--- src/rtl/mem_access_ctrl.sv ---
// mem_access_ctrl
//
// Sequences 16- and 32-bit loads and stores from the pipeline memory stage
// onto a 16-bit synchronous data memory. A 32-bit access takes two word
// transfers, at addr and addr+1. The memory returns read data on Data in
// the cycle after the edge that sampled the read strobe.
//
// Optional feature, macro MEM_BOUNDS_CHECK_EN:
//   defined   - requests that touch a word above ADDR_LIMIT are rejected
//               with a one-cycle addr_fault pulse and never reach memory.
//   undefined - no range check; addr_fault is tied low.
//
// Parameters
//   ADDR_LIMIT   highest legal data-memory word address
// Ports
//   clk          clock, rising edge
//   reset        asynchronous active-low reset
//   req_valid    request present from the pipeline
//   req_write    1 = store, 0 = load
//   req_double   1 = 32-bit access (two words), 0 = 16-bit access
//   req_addr     word address
//   req_wdata    store data; a 16-bit access uses [15:0]
//   req_ready    request accepted this cycle; low = pipeline stall
//   memoryRead   memory read strobe
//   memorywrite  memory write strobe
//   Readaddress  memory word address
//   writedata    memory write word
//   Data         memory read word
//   rsp_valid    one-cycle completion pulse
//   rsp_data     load result; a 16-bit load is zero-extended
//   addr_fault   one-cycle pulse when a request is rejected as out of range
//
// state | meaning
// ------+--------------------------------------------------------------
// IDLE  | ready for a request
// ACC0  | first word transfer at addr
// ACC1  | second word transfer at addr+1 (32-bit only); low load word lands
// CAPT  | last load word lands on Data; strobes low
// RESP  | rsp_valid pulse, then back to IDLE

module mem_access_ctrl #(
    parameter logic [15:0] ADDR_LIMIT = 16'h07FF
) (
    input  logic        clk,
    input  logic        reset,
    input  logic        req_valid,
    input  logic        req_write,
    input  logic        req_double,
    input  logic [15:0] req_addr,
    input  logic [31:0] req_wdata,
    output logic        req_ready,
    output logic        memoryRead,
    output logic        memorywrite,
    output logic [15:0] Readaddress,
    output logic [15:0] writedata,
    input  logic [15:0] Data,
    output logic        rsp_valid,
    output logic [31:0] rsp_data,
    output logic        addr_fault
);

    typedef enum logic [2:0] {
        IDLE = 3'd0,
        ACC0 = 3'd1,
        ACC1 = 3'd2,
        CAPT = 3'd3,
        RESP = 3'd4
    } state_t;

    state_t      state;
    state_t      state_next;
    logic [15:0] addr_q;
    logic [31:0] wdata_q;
    logic        write_q;
    logic        double_q;
    logic        req_fault;
    logic        accept;

`ifdef MEM_BOUNDS_CHECK_EN
    // 17-bit compare so a 32-bit access at 16'hFFFF counts as out of range
    // instead of wrapping to word 0.
    logic [16:0] addr_lo_ext;
    logic [16:0] addr_hi_ext;
    logic        fault_q;

    assign addr_lo_ext = {1'b0, req_addr};
    assign addr_hi_ext = addr_lo_ext + 17'd1;
    assign req_fault   = (addr_lo_ext > {1'b0, ADDR_LIMIT}) ||
                         (req_double && (addr_hi_ext > {1'b0, ADDR_LIMIT}));

    // A rejected request leaves the FSM in IDLE; only this pulse reports it.
    always_ff @(posedge clk or negedge reset) begin
        if (!reset) begin
            fault_q <= 1'b0;
        end else begin
            fault_q <= (state == IDLE) && req_valid && req_fault;
        end
    end

    assign addr_fault = fault_q;
`else
    assign req_fault  = 1'b0;
    assign addr_fault = 1'b0;
`endif

    assign accept = (state == IDLE) && req_valid && !req_fault;

    always_ff @(posedge clk or negedge reset) begin
        if (!reset) begin
            state <= IDLE;
        end else begin
            state <= state_next;
        end
    end

    always_ff @(posedge clk or negedge reset) begin
        if (!reset) begin
            addr_q   <= 16'h0000;
            wdata_q  <= 32'h0000_0000;
            write_q  <= 1'b0;
            double_q <= 1'b0;
        end else if (accept) begin
            addr_q   <= req_addr;
            wdata_q  <= req_wdata;
            write_q  <= req_write;
            double_q <= req_double;
        end
    end

    // Data trails its read strobe by one cycle, so the low word of a 32-bit
    // load is on Data during ACC1 and the last word is on Data during CAPT.
    always_ff @(posedge clk or negedge reset) begin
        if (!reset) begin
            rsp_data <= 32'h0000_0000;
        end else if (!write_q) begin
            if (state == ACC1) begin
                rsp_data[15:0] <= Data;
            end else if (state == CAPT) begin
                if (double_q) begin
                    rsp_data[31:16] <= Data;
                end else begin
                    rsp_data <= {16'h0000, Data};
                end
            end
        end
    end

    // Strobes decode from the state register alone, so a reset drops them
    // immediately.
    always_comb begin
        state_next  = state;
        req_ready   = 1'b0;
        memoryRead  = 1'b0;
        memorywrite = 1'b0;
        Readaddress = 16'h0000;
        writedata   = 16'h0000;
        rsp_valid   = 1'b0;
        case (state)
            IDLE: begin
                req_ready = 1'b1;
                if (accept) begin
                    state_next = ACC0;
                end
            end
            ACC0: begin
                memoryRead  = !write_q;
                memorywrite = write_q;
                Readaddress = addr_q;
                writedata   = wdata_q[15:0];
                state_next  = double_q ? ACC1 : CAPT;
            end
            ACC1: begin
                memoryRead  = !write_q;
                memorywrite = write_q;
                Readaddress = addr_q + 16'd1;
                writedata   = wdata_q[31:16];
                state_next  = CAPT;
            end
            CAPT: begin
                state_next = RESP;
            end
            RESP: begin
                rsp_valid  = 1'b1;
                state_next = IDLE;
            end
            default: begin
                state_next = IDLE;
            end
        endcase
    end

endmodule

--- config.mk ---
export PLATFORM = sky130hd
export DESIGN_NAME = mem_access_ctrl
export DESIGN_NICKNAME = d
export VERILOG_FILES = /design/src/rtl/mem_access_ctrl.sv
export SDC_FILE = /design/constraint.sdc
export NUM_CORES = 1
export LEC_CHECK = 0
export BUFFER_PORTS_ARGS = -buffer_cell sky130_fd_sc_hd__buf_2
export CAP_MARGIN = 40
export CORE_AREA = 2 2 128 130
export CTS_BUF_LIST = sky130_fd_sc_hd__clkbuf_8
export CTS_CLUSTER_SIZE = 24
export DETAILED_ROUTE_END_ITERATION = 10
export DIE_AREA = 0 0 130 132
export GPL_TIMING_DRIVEN = 0
export PLACE_DENSITY = 0.48
export SYNTH_ARGS = -nofsm -noshare
export SYNTH_HDL_FRONTEND = slang
export SYNTH_SLANG_ARGS = --single-unit
--- constraint.sdc ---
create_clock -name clk -period 2.2 [get_ports clk]
set_input_delay 0.22 -clock clk [delete_from_list [all_inputs] [get_ports clk]]
set_output_delay 0.22 -clock clk [all_outputs]
set_load 0.01 [all_outputs]
# Word level (Yosys, flattened, before mapping)
# Index checks and enable logic that the tools add are counted.
# totals
inputBits	69
ff_bits	85
output_inout_bits	69
word_cells	36
# classes
mux	13
n_bitwise	2
eq_ne	6
n_reduce_logical	7
addsub	1
# op_table
operator	n
two-way mux 16 bit	4
case mux 16 bit (2 select lines)	2
adder 16 x 1 -> 16 bit, second input constant	1
case mux 3 bit (4 select lines)	1
equality test 3 x 2 -> 1 bit, second input constant	2
AND reduction 3 bit	2
two-way mux 1 bit	5
equality test 3 x 1 -> 1 bit, second input constant	1
equality test 3 bit, second input constant	1
logical NOT 3 bit	1
two-way mux 3 bit	1
!= test 2 x 1 -> 1 bit, second input constant	1
!= test 2 bit, second input constant	1
NOT 1 bit	2
nonzero test 2 bit	1
OR reduction 2 bit	1
logical AND 1 bit	1
logical NOT 1 bit	1

# Depth between registers and ports, before layout
# Gate-level depths: netlist of run 1.
# logic_depth
ltp_word	4
ltp_mapped	7
ltp_nobuf	5

# Worst setup path before layout of run 1
# No wires, ideal clock.
# synth_path
path_kind	register to register
startpoint	register state[0]
endpoint	register wdata_q[11]
setup_time_ns	0.125
arrival_ns	1.687
slack_ns	0.388
path_stages_with_launch	7
n_path_buf	3
required_time_ns	2.075
synth_period_minus_slack_ns	1.812
path_cell_list	dfrtp_1 -> buf_6 -> nor3_1 -> and2_1 -> buf_2 -> buf_2 -> mux2_2
# synth_via
elab_chain_len	2
# synth_rtl
element	line_no	rtl
from (decl)	70	state_t state;
from (signal assigned)	112	state <= state_next;
logical NOT 3 bit	106	assign accept = (state == IDLE) && req_valid && !req_fault;
logical AND 1 bit	106	
to (signal assigned)	124	wdata_q <= req_wdata;
to (decl)	73	logic [31:0] wdata_q;
# No other way between the ends.
# A chain may end at the register's enable or synchronous reset.

# Worst setup path after layout of run 1
# layout_path
startpoint	register state[1]
endpoint	output Readaddress[9]
# layout_via
elab_chain_len	2
elab_cells_between_ends	3
classes_between	eq/ne: 2; mux: 1
# layout_rtl
element	line_no	rtl
equality test 3 x 2 -> 1 bit or equality test 3 x 1 -> 1 bit (tied branches)	158	case (state)
case mux 16 bit (2 select lines) (*)	158	
to (decl)	54	output logic [15:0] Readaddress,
# Every way passes the cells marked *; elsewhere a longest branch is shown, timed or not.

==> report_table.html, run 1 <==
<table>
<tr><th>Metric</th><th>Value</th></tr>
<tr><th colspan="2">Timing</th></tr>
<tr><td>Worst Clk Skew</td><td>0.00689 ns</td></tr>
<tr><td>Setup repair after global routing missed its margin</td><td>true</td></tr>
<tr><td>Min setup slack post-route</td><td>0.0206 ns</td></tr>
<tr><td>Hold Violations, Final</td><td>0</td></tr>
<tr><td>Final TNS setup</td><td>0 ns</td></tr>
<tr><td>Final period utilization</td><td>~99%</td></tr>
<tr><td>Worst hold-check slack</td><td>roughly 0.073 ns</td></tr>
<tr><td>Max Slew Vio Count</td><td>0</td></tr>
<tr><td>Final worst path period need</td><td>2.18 ns</td></tr>
<tr><td>Maximum clock frequency</td><td>around 0.46 GHz</td></tr>
<tr><td>Final setup violation count</td><td>0</td></tr>
<tr><th colspan="2">Synthesis</th></tr>
<tr><td>Flip-flop cell with the highest count after synthesis</td><td>dfrtp_1</td></tr>
<tr><td>Distinct cell type count of the synthesized netlist</td><td>35</td></tr>
<tr><td>Number of nets produced by synthesis</td><td>a little over 400</td></tr>
<tr><td>Post-synth top area share</td><td>roughly 55%</td></tr>
<tr><td>EDFF count, synth</td><td>0</td></tr>
<tr><td>Count leader, synth</td><td>dfrtp_1</td></tr>
<tr><td>Post-Syn Instances</td><td>338</td></tr>
<tr><td>Synthesis Warnings</td><td>0</td></tr>
<tr><td>Register area share after synthesis</td><td>55.0%</td></tr>
<tr><td>Area leader, netlist</td><td>dfrtp_1</td></tr>
<tr><td>Flop and latch count out of synthesis</td><td>85</td></tr>
<tr><td>Cell types with the highest counts after synthesis</td><td>85 x dfrtp_1, 63 x mux2_2, 49 x nand2_1</td></tr>
<tr><td>Top area cells in the synthesized netlist</td><td>dfrtp_1 55%, mux2_2 18%, nand2_1 4.8%</td></tr>
<tr><td>Combined area of all synthesized cells</td><td>around 0.0039 mm^2</td></tr>
<tr><td>Asr flop ratio synth</td><td>100%</td></tr>
<tr><td>Synthesized area per cell</td><td>11.4 um^2</td></tr>
<tr><th colspan="2">GRT</th></tr>
<tr><td>Antenna violations before repair</td><td>0</td></tr>
<tr><td>Global route total overflow</td><td>0</td></tr>
<tr><td>Global-route wire length before repair</td><td>~18 mm</td></tr>
<tr><td>Vias in the first global route</td><td>between 3000 and 4000</td></tr>
<tr><td>Largest net degree at the start of global routing</td><td>63</td></tr>
<tr><td>Overall track demand over capacity in global routing</td><td>between 10% and 20%</td></tr>
<tr><th colspan="2">Power and ir drop</th></tr>
<tr><td>Standby leakage power</td><td>2.54 nW</td></tr>
<tr><td>Proportion of power drawn by the clock network</td><td>17.7%</td></tr>
<tr><td>Internal</td><td>5.27 mW</td></tr>
<tr><td>Power spent charging and discharging nets</td><td>3.24 mW</td></tr>
<tr><td>Tot Pwr</td><td>~8.5 mW</td></tr>
<tr><td>Switching part of the total power</td><td>between 30% and 40%</td></tr>
<tr><td>Power density over cell area</td><td>approximately 1600 mW/mm^2</td></tr>
<tr><td>Fraction of power consumed by combinational cells</td><td>slightly below 50%</td></tr>
<tr><td>Peak supply drop</td><td>0.000522 V</td></tr>
<tr><td>Relative contribution of sequential cells to total power</td><td>about a third</td></tr>
<tr><th colspan="2">Layout</th></tr>
<tr><td>Final std cells w/o fill</td><td>roughly 700</td></tr>
<tr><td>Finished Cell Area</td><td>approximately 0.0054 mm^2</td></tr>
<tr><td>Number of nets in the finished design</td><td>568</td></tr>
<tr><td>Share of the core filled with cells</td><td>34.5%</td></tr>
<tr><td>Layout overhead on the synthesized area</td><td>40.1%</td></tr>
<tr><td>Fraction of final layout cells sized beyond drive strength 1</td><td>between 50% and 60%</td></tr>
<tr><td>Sequential standard cell area</td><td>~0.0021 mm^2</td></tr>
<tr><td>Total of fill cells in the finished design</td><td>about 1600</td></tr>
<tr><td>Antenna cells</td><td>0</td></tr>
<tr><td>Total area of multi-input combinational cells</td><td>around 0.0017 mm^2</td></tr>
<tr><th colspan="2">Worst setup path</th></tr>
<tr><td>Reg-to-reg critical path startpoint</td><td>state[1]$_DFFE_PN0P_</td></tr>
<tr><td>Endpoint required time on the critical path</td><td>1.98 ns</td></tr>
<tr><td>Critical Path End</td><td>Readaddress[9]</td></tr>
<tr><td>Arrival time of data at the critical path endpoint</td><td>around 2.0 ns</td></tr>
<tr><td>First element of the critical path</td><td>state[1]$_DFFE_PN0P_</td></tr>
<tr><td>Class of the most critical setup path</td><td>flop to output port</td></tr>
<tr><td>Endpoint class of the critical path</td><td>output port</td></tr>
<tr><td>Crit Reg-Reg Endpoint</td><td>wdata_q[11]$_DFFE_PN0P_</td></tr>
<tr><td>Reg-to-reg setup timing slack</td><td>0.22 ns</td></tr>
<tr><td>Critical path launch point type</td><td>flop</td></tr>
<tr><td>CP Max Fanout</td><td>7</td></tr>
<tr><td>FF-to-FF path depth</td><td>7</td></tr>
<tr><th colspan="2">Clock network</th></tr>
<tr><td>TritonCTS Sinks</td><td>between 80 and 90</td></tr>
<tr><td>Worst-skew pair later-pin latency</td><td>roughly 0.37 ns</td></tr>
<tr><td>Root buffer cell</td><td>clkbuf_8</td></tr>
<tr><td>Clock-pin transition on the worst setup and hold timing paths</td><td>roughly 0.090 ns</td></tr>
<tr><td>TritonCTS clock tree</td><td>built</td></tr>
<tr><td>Total number of H-tree levels</td><td>3</td></tr>
<tr><td>Number of buffers between clock root and the deepest sink</td><td>2</td></tr>
<tr><td>Clock buffers created by TritonCTS</td><td>9</td></tr>
<tr><th colspan="2">Placed design</th></tr>
<tr><td>Placement Setup Slack</td><td>-0.163 ns</td></tr>
<tr><td>Port Buf Inserts</td><td>between 100 and 150</td></tr>
<tr><td>Number of cells in the design after placement</td><td>691</td></tr>
<tr><td>Final weighted congestion of routability-driven global placement</td><td>0.774</td></tr>
<tr><td>Detail Placement HPWL</td><td>roughly 8.1 mm</td></tr>
<tr><td>Instance area after placement</td><td>roughly 0.0048 mm^2</td></tr>
<tr><th colspan="2">Floorplan</th></tr>
<tr><td>Die X-Extent</td><td>130 um</td></tr>
<tr><td>Placeable core area</td><td>about 0.016 mm^2</td></tr>
<tr><td>Die Footprint</td><td>around 0.017 mm^2</td></tr>
<tr><td>Overall die height</td><td>~130 um</td></tr>
<tr><td>Top-level I/O count</td><td>about 140</td></tr>
<tr><td>Starting utilization of the core area</td><td>24.6%</td></tr>
<tr><td>Count of standard-cell rows</td><td>46</td></tr>
<tr><th colspan="2">Routing</th></tr>
<tr><td>Initial DRT Pass Iterations</td><td>4</td></tr>
<tr><td>Routed wire length</td><td>around 11 mm</td></tr>
<tr><td>Wire per inst</td><td>between 15 and 20 um</td></tr>
<tr><td>Detailed-route via count</td><td>3148</td></tr>
<tr><td>Detailed router's first-iteration violation count</td><td>118</td></tr>
<tr><td>Vias per inst</td><td>between 4 and 5</td></tr>
<tr><td>Post-route DRC violation count</td><td>0</td></tr>
<tr><td>Residual antenna-violating net count after detailed routing</td><td>0</td></tr>
<tr><th colspan="2">Outcome</th></tr>
<tr><td>Run status</td><td>finished, final reports clean</td></tr>
<tr><th colspan="2">Run</th></tr>
<tr><td>Number of maximum-capacitance constraint violations</td><td>0</td></tr>
<tr><th colspan="2">Hold path</th></tr>
<tr><td>Type of the most critical hold path</td><td>input port to flop</td></tr>
</table>
## power groups by stage
stage               Combinational (mW)  Sequential, mW  Clock [mW]
floorplan                         2.24            2.88           0
global placement                  3.64            2.81           0
detailed placement                3.71            2.86           0
CTS                               4.03            2.83        1.56
global route                      4.55            2.97        1.64
finish                            4.16            2.85        1.50
## flip-flops by register name, indices dropped and copies added, names as in the netlist
name / flops
write_q: 1
state: 3
rsp_data: 32
double_q: 1
wdata_q: 32
addr_q: 16
## how the worst min path moves through the flow
stage                              end  depth (start not counted)  slack (ns)           from
2_1_floorplan    addr_q[0]$_DFFE_PN0P_                          0       -0.08          reset
3_3_place_gp     addr_q[8]$_DFFE_PN0P_                          3        0.45    req_addr[8]
3_5_place_dp   wdata_q[22]$_DFFE_PN0P_                          1        0.16          reset
4_1_cts         addr_q[15]$_DFFE_PN0P_                          2        0.04   req_addr[15]
5_1_grt        wdata_q[19]$_DFFE_PN0P_                          2        0.05  req_wdata[19]
6_report        addr_q[11]$_DFFE_PN0P_                          3        0.07   req_addr[11]
## critical path, cell delays in order, from the launching register on
cell	delay [ns]
dfrtp_1	0.35
buf_6	0.11
or3b_4	0.44
or4_4	0.50
nand3_2	0.10
buf_6	0.10
## layer usage
layer	vias up	track usage [%]	wire length [um]
li1	1509	-	-
met1	1520	16.6	4910
met2	108	21.8	5490
met3	11	5.48	907
met4	0	4.54	149
met5	-	0	0
## area by class of cell
class | count | area share, %
clock inverter | 7 | 2.68
multi-input combinational | 221 | 31.4
clock buffer | 9 | 2.29
inverter | 6 | 0.416
sequential | 85 | 39.4
buffer | 24 | 3.49
tap | 216 | 4.99
timing repair buffer | 151 | 15.4
## repair_timing
item	CTS	global route
hold endpoints to repair	23	0
setup endpoints to repair	34	12
hold buffers	1	0
cloned	0	1
gates resized for setup	32	28
buffers inserted	10	2
pin swaps	7	7
## cell families after synthesis
group,share of synthesized area [%]
compound gates,11.2
simple gates,10.6
flops,55.0
xor+xnor,0.226
buf+inv,4.24
fa+ha+maj,0.323
other cells,0.0969
mux,18.3
## placed cells by master (no fill, tap or decap), drive strengths merged
cell type | synthesis | routed
a31oi | 4 | 4
or4 | 2 | 2
or3b | 1 | 1
clkinvlp | 0 | 1
dfrtp | 85 | 85
dlygate4sd3 | 0 | 1
a22o | 17 | 17
and2 | 4 | 4
buf | 13 | 166
o31ai | 1 | 1
clkbuf | 13 | 17
nand2 | 49 | 49
a2bb2oi | 1 | 1
and4 | 2 | 2
and3 | 2 | 2
o211ai | 2 | 2
mux2 | 63 | 63
o21ai | 35 | 35
ha | 1 | 1
nand2b | 1 | 1
a21oi | 5 | 5
nor2 | 5 | 5
nand4 | 6 | 6
conb | 1 | 1
xor2 | 1 | 1
bufinv | 0 | 4
o21bai | 1 | 1
o22ai | 2 | 2
o31a | 1 | 1
nor3b | 2 | 2
or3 | 2 | 2
nand3 | 6 | 6
nor3 | 4 | 4
inv | 6 | 8
Power figures use the tool's default switching activity.
==> run 2, diff against run 1 <==
CORE_AREA = 2 2 164 102   (was 2 2 128 130)
DIE_AREA = 0 0 166 104   (was 0 0 130 132)
==> report_table.html, run 2 (synthesis results as in run 1) <==
<table>
<tr><th>Metric</th><th>Value</th></tr>
<tr><th colspan="2">GRT</th></tr>
<tr><td>Largest net degree at the start of global routing</td><td>44 (was 63)</td></tr>
<tr><td>Global route total overflow</td><td>0 (unchanged)</td></tr>
<tr><td>Antenna violations before repair</td><td>0 (unchanged)</td></tr>
<tr><td>Overall track demand over capacity in global routing</td><td>13.5% (was 13.6%)</td></tr>
<tr><td>Vias in the first global route</td><td>3401 (was 3426)</td></tr>
<tr><td>Global-route wire length before repair</td><td>18.2 mm (was 18.1 mm)</td></tr>
<tr><th colspan="2">Layout</th></tr>
<tr><td>Layout overhead on the synthesized area</td><td>39.1% (was 40.1%)</td></tr>
<tr><td>Most frequent cells in the layout</td><td>137 x buf_2, 81 x dfrtp_1, 63 x mux2_2, 49 x nand2_1, 26 x o21ai_0 (was 138 x buf_2, 79 x dfrtp_1, 63 x mux2_2, 48 x nand2_1, 30 x o21ai_0)</td></tr>
<tr><td>Antenna cells</td><td>0 (unchanged)</td></tr>
<tr><td>Number of nets in the finished design</td><td>574 (was 568)</td></tr>
<tr><td>Finished Cell Area</td><td>0.00538 mm^2 (was 0.00542 mm^2)</td></tr>
<tr><td>Biggest regs</td><td>rsp_data x32, wdata_q x32, addr_q x16 (unchanged)</td></tr>
<tr><td>Fraction of final layout cells sized beyond drive strength 1</td><td>54.6% (was 54.3%)</td></tr>
<tr><td>Commonest non-fill, non-tap cell in the layout</td><td>buf_2 (unchanged)</td></tr>
<tr><th colspan="2">Clock network</th></tr>
<tr><td>Worst-skew pair later-pin latency</td><td>0.37 ns (about the same)</td></tr>
<tr><td>TritonCTS Sinks</td><td>85 (unchanged)</td></tr>
<tr><td>Number of buffers between clock root and the deepest sink</td><td>2 (unchanged)</td></tr>
<tr><td>Clock buffers created by TritonCTS</td><td>9 (unchanged)</td></tr>
<tr><td>Total number of H-tree levels</td><td>3 (unchanged)</td></tr>
<tr><td>Clock-pin transition on the worst setup and hold timing paths</td><td>0.08 ns (was 0.09 ns)</td></tr>
<tr><td>Root buffer cell</td><td>clkbuf_8 (unchanged)</td></tr>
<tr><td>TritonCTS clock tree</td><td>built (unchanged)</td></tr>
<tr><th colspan="2">Timing</th></tr>
<tr><td>Min setup slack post-route</td><td>0.0383 ns (was 0.0206 ns)</td></tr>
<tr><td>Final period utilization</td><td>98.3% (was 99.1%)</td></tr>
<tr><td>Worst Clk Skew</td><td>0.0108 ns (was 0.00689 ns)</td></tr>
<tr><td>Hold Violations, Final</td><td>0 (unchanged)</td></tr>
<tr><td>Worst max-slew margin expressed relative to the limit</td><td>between 60% and 70%</td></tr>
<tr><td>Final worst path period need</td><td>2.16 ns (was 2.18 ns)</td></tr>
<tr><td>Setup repair after global routing missed its margin</td><td>true (unchanged)</td></tr>
<tr><td>Maximum clock frequency</td><td>0.463 GHz (was 0.459 GHz)</td></tr>
<tr><td>Max Slew Vio Count</td><td>0 (unchanged)</td></tr>
<tr><td>Transition at the pin with the smallest max-transition slack</td><td>just under 0.6 ns</td></tr>
<tr><td>Final setup violation count</td><td>0 (unchanged)</td></tr>
<tr><th colspan="2">Routing</th></tr>
<tr><td>Residual antenna-violating net count after detailed routing</td><td>0 (unchanged)</td></tr>
<tr><td>Routed wire length</td><td>11.5 mm (about the same)</td></tr>
<tr><td>Vias per inst</td><td>4.51 (was 4.38)</td></tr>
<tr><td>Detailed router's first-iteration violation count</td><td>226 (was 118)</td></tr>
<tr><td>Detailed-route via count</td><td>3241 (was 3148)</td></tr>
<tr><td>Wire per inst</td><td>16.1 um (was 15.9 um)</td></tr>
<tr><td>Post-route DRC violation count</td><td>0 (unchanged)</td></tr>
<tr><td>Initial DRT Pass Iterations</td><td>6 (was 4)</td></tr>
<tr><th colspan="2">Worst setup path</th></tr>
<tr><td>Crit Reg-Reg Endpoint</td><td>wdata_q[13]$_DFFE_PN0P_ (was wdata_q[11]$_DFFE_PN0P_)</td></tr>
<tr><td>Arrival time of data at the critical path endpoint</td><td>1.94 ns (was 1.96 ns)</td></tr>
<tr><td>FF-to-FF path depth</td><td>7 (unchanged)</td></tr>
<tr><td>CP Max Fanout</td><td>8 (was 7)</td></tr>
<tr><td>Endpoint class of the critical path</td><td>output port (unchanged)</td></tr>
<tr><td>Class of the most critical setup path</td><td>flop to output port (unchanged)</td></tr>
<tr><td>Reg-to-reg critical path startpoint</td><td>state[1]$_DFFE_PN0P_ (unchanged)</td></tr>
<tr><td>Endpoint required time on the critical path</td><td>1.98 ns (about the same)</td></tr>
<tr><td>Reg-to-reg setup timing slack</td><td>0.21 ns (was 0.22 ns)</td></tr>
<tr><td>Critical path launch point type</td><td>flop (unchanged)</td></tr>
<tr><th colspan="2">Power and ir drop</th></tr>
<tr><td>Power density over cell area</td><td>1520 mW/mm^2 (was 1570 mW/mm^2)</td></tr>
<tr><td>Peak supply drop</td><td>0.000537 V (was 0.000522 V)</td></tr>
<tr><td>Standby leakage power</td><td>2.53 nW (was 2.54 nW)</td></tr>
<tr><th colspan="2">Floorplan</th></tr>
<tr><td>Top-level I/O count</td><td>138 (unchanged)</td></tr>
<tr><td>Die X-Extent</td><td>166 um (was 130 um)</td></tr>
<tr><td>Overall die height</td><td>104 um (was 132 um)</td></tr>
<tr><td>Die Footprint</td><td>0.0173 mm^2 (was 0.0172 mm^2)</td></tr>
<tr><td>Placeable core area</td><td>0.0158 mm^2 (was 0.0157 mm^2)</td></tr>
<tr><td>Count of standard-cell rows</td><td>36 (was 46)</td></tr>
<tr><td>Starting utilization of the core area</td><td>24.5% (was 24.6%)</td></tr>
<tr><th colspan="2">Hold path</th></tr>
<tr><td>Hold Path End</td><td>addr_q[11]$_DFFE_PN0P_ (unchanged)</td></tr>
<tr><td>Type of the most critical hold path</td><td>input port to flop (unchanged)</td></tr>
<tr><td>Launch point of the worst hold path</td><td>req_addr[11] (unchanged)</td></tr>
<tr><td>Hold Path Stages</td><td>3 (unchanged)</td></tr>
<tr><th colspan="2">Placed design</th></tr>
<tr><td>Instance area after placement</td><td>0.00484 mm^2 (was 0.00485 mm^2)</td></tr>
<tr><td>Detail Placement HPWL</td><td>8.35 mm (was 8.06 mm)</td></tr>
<tr><td>Placement Setup Slack</td><td>-0.242 ns (was -0.163 ns)</td></tr>
<tr><td>Port Buf Inserts</td><td>136 (unchanged)</td></tr>
<tr><td>Final weighted congestion of routability-driven global placement</td><td>0.767 (was 0.774)</td></tr>
<tr><th colspan="2">Outcome</th></tr>
<tr><td>Run status</td><td>finished, final reports clean (unchanged)</td></tr>
<tr><th colspan="2">Run</th></tr>
<tr><td>Number of maximum-capacitance constraint violations</td><td>0 (unchanged)</td></tr>
</table>
## run 2: cell count changes in the layout (fill, tap and decap cells not counted), moves of 3 or more
cell | previous run | this run
clkbuf_4 | 0 | 3
bufinv_16 | 4 | 0
o21ai_0 | 30 | 26
o21ai_1 | 4 | 8
buf_4 | 19 | 25
buf_6 | 8 | 4
## run 2: routing by layer
metal / up-vias / wire length, um / GRT usage (%)
met4: 0 / 170 / 3.98
li1: 1530 / - / -
met3: 14 / 706 / 4.11
met1: 1588 / 5600 / 18.6
met2: 109 / 5070 / 20.5
met5: - / 0 / 0
## run 2: worst max-delay path: stages, from the launching register on
cell and delay, ns:
dfrtp_1 0.38, and3_4 0.19, buf_8 0.11, nand4_4 0.16, or4_4 0.53, nand3_4 0.11, buf_6 0.10
## run 2: how the worst max path moves through the flow
| stage | startpoint | to | slack, ns | depth (start not counted) |
|---|---|---|---|---|
| 2_1_floorplan | state[0]$_DFFE_PN0P_ | wdata_q[11]$_DFFE_PN0P_ | 0.39 | 6 |
| 3_3_place_gp | state[2]$_DFFE_PN0P_ | Readaddress[13] | -0.21 | 6 |
| 3_5_place_dp | state[2]$_DFFE_PN0P_ | Readaddress[13] | -0.24 | 6 |
| 4_1_cts | state[0]$_DFFE_PN0P_ | Readaddress[9] | -0.04 | 5 |
| 5_1_grt | addr_q[1]$_DFFE_PN0P_ | Readaddress[14] | -0.04 | 6 |
| 6_report | addr_q[5]$_DFFE_PN0P_ | Readaddress[9] | 0.04 | 6 |
## run 2: through the flow
step / cells / hold slack (ns) / power, mW / setup TNS, ns / utilization (%)
floorplan: 338 / -0.0756 / 5.12 / 0 / -
global placement: 683 / 0.435 / 6.48 / -0.213 / 30.4
detailed placement: 684 / 0.261 / 6.59 / -0.279 / 30.6
CTS: 711 / 0.0331 / 8.06 / -0.0742 / 33.2
global route: 718 / 0.0437 / 8.82 / -0.159 / 34.0
finish: 718 / 0.0654 / 8.19 / 0 / 34.0
## run 2: where the power goes
| group | switching [mW] | internal (mW) | leakage (nW) | total, mW |
|---|---|---|---|---|
| logic | 2.20 | 2.14 | 1.42 | 4.34 |
| clock network | 0.593 | 0.437 | 0.0857 | 1.03 |
| registers | 0.478 | 2.35 | 1.02 | 2.83 |
| total | 3.27 | 4.93 | 2.53 | 8.19 |
## run 2: final cells by class
class                      count  area [um^2]
clock inverter                 6         40.0
timing repair buffer         158          901
tap                          209          262
clock buffer                  10          138
fill                        1579        10400
buffer                        23          179
multi-input combinational    221         1710
inverter                       6         22.5
sequential                    85         2130
## run 2: what timing repair did
action	4_1_cts	5_1_grt
hold buffers	1	0
hold endpoints to repair	42	0
endpoints found under the setup margin	34	13
buffers inserted	11	8
pin swaps	3	8
cloned	0	1
gates resized for setup	39	26
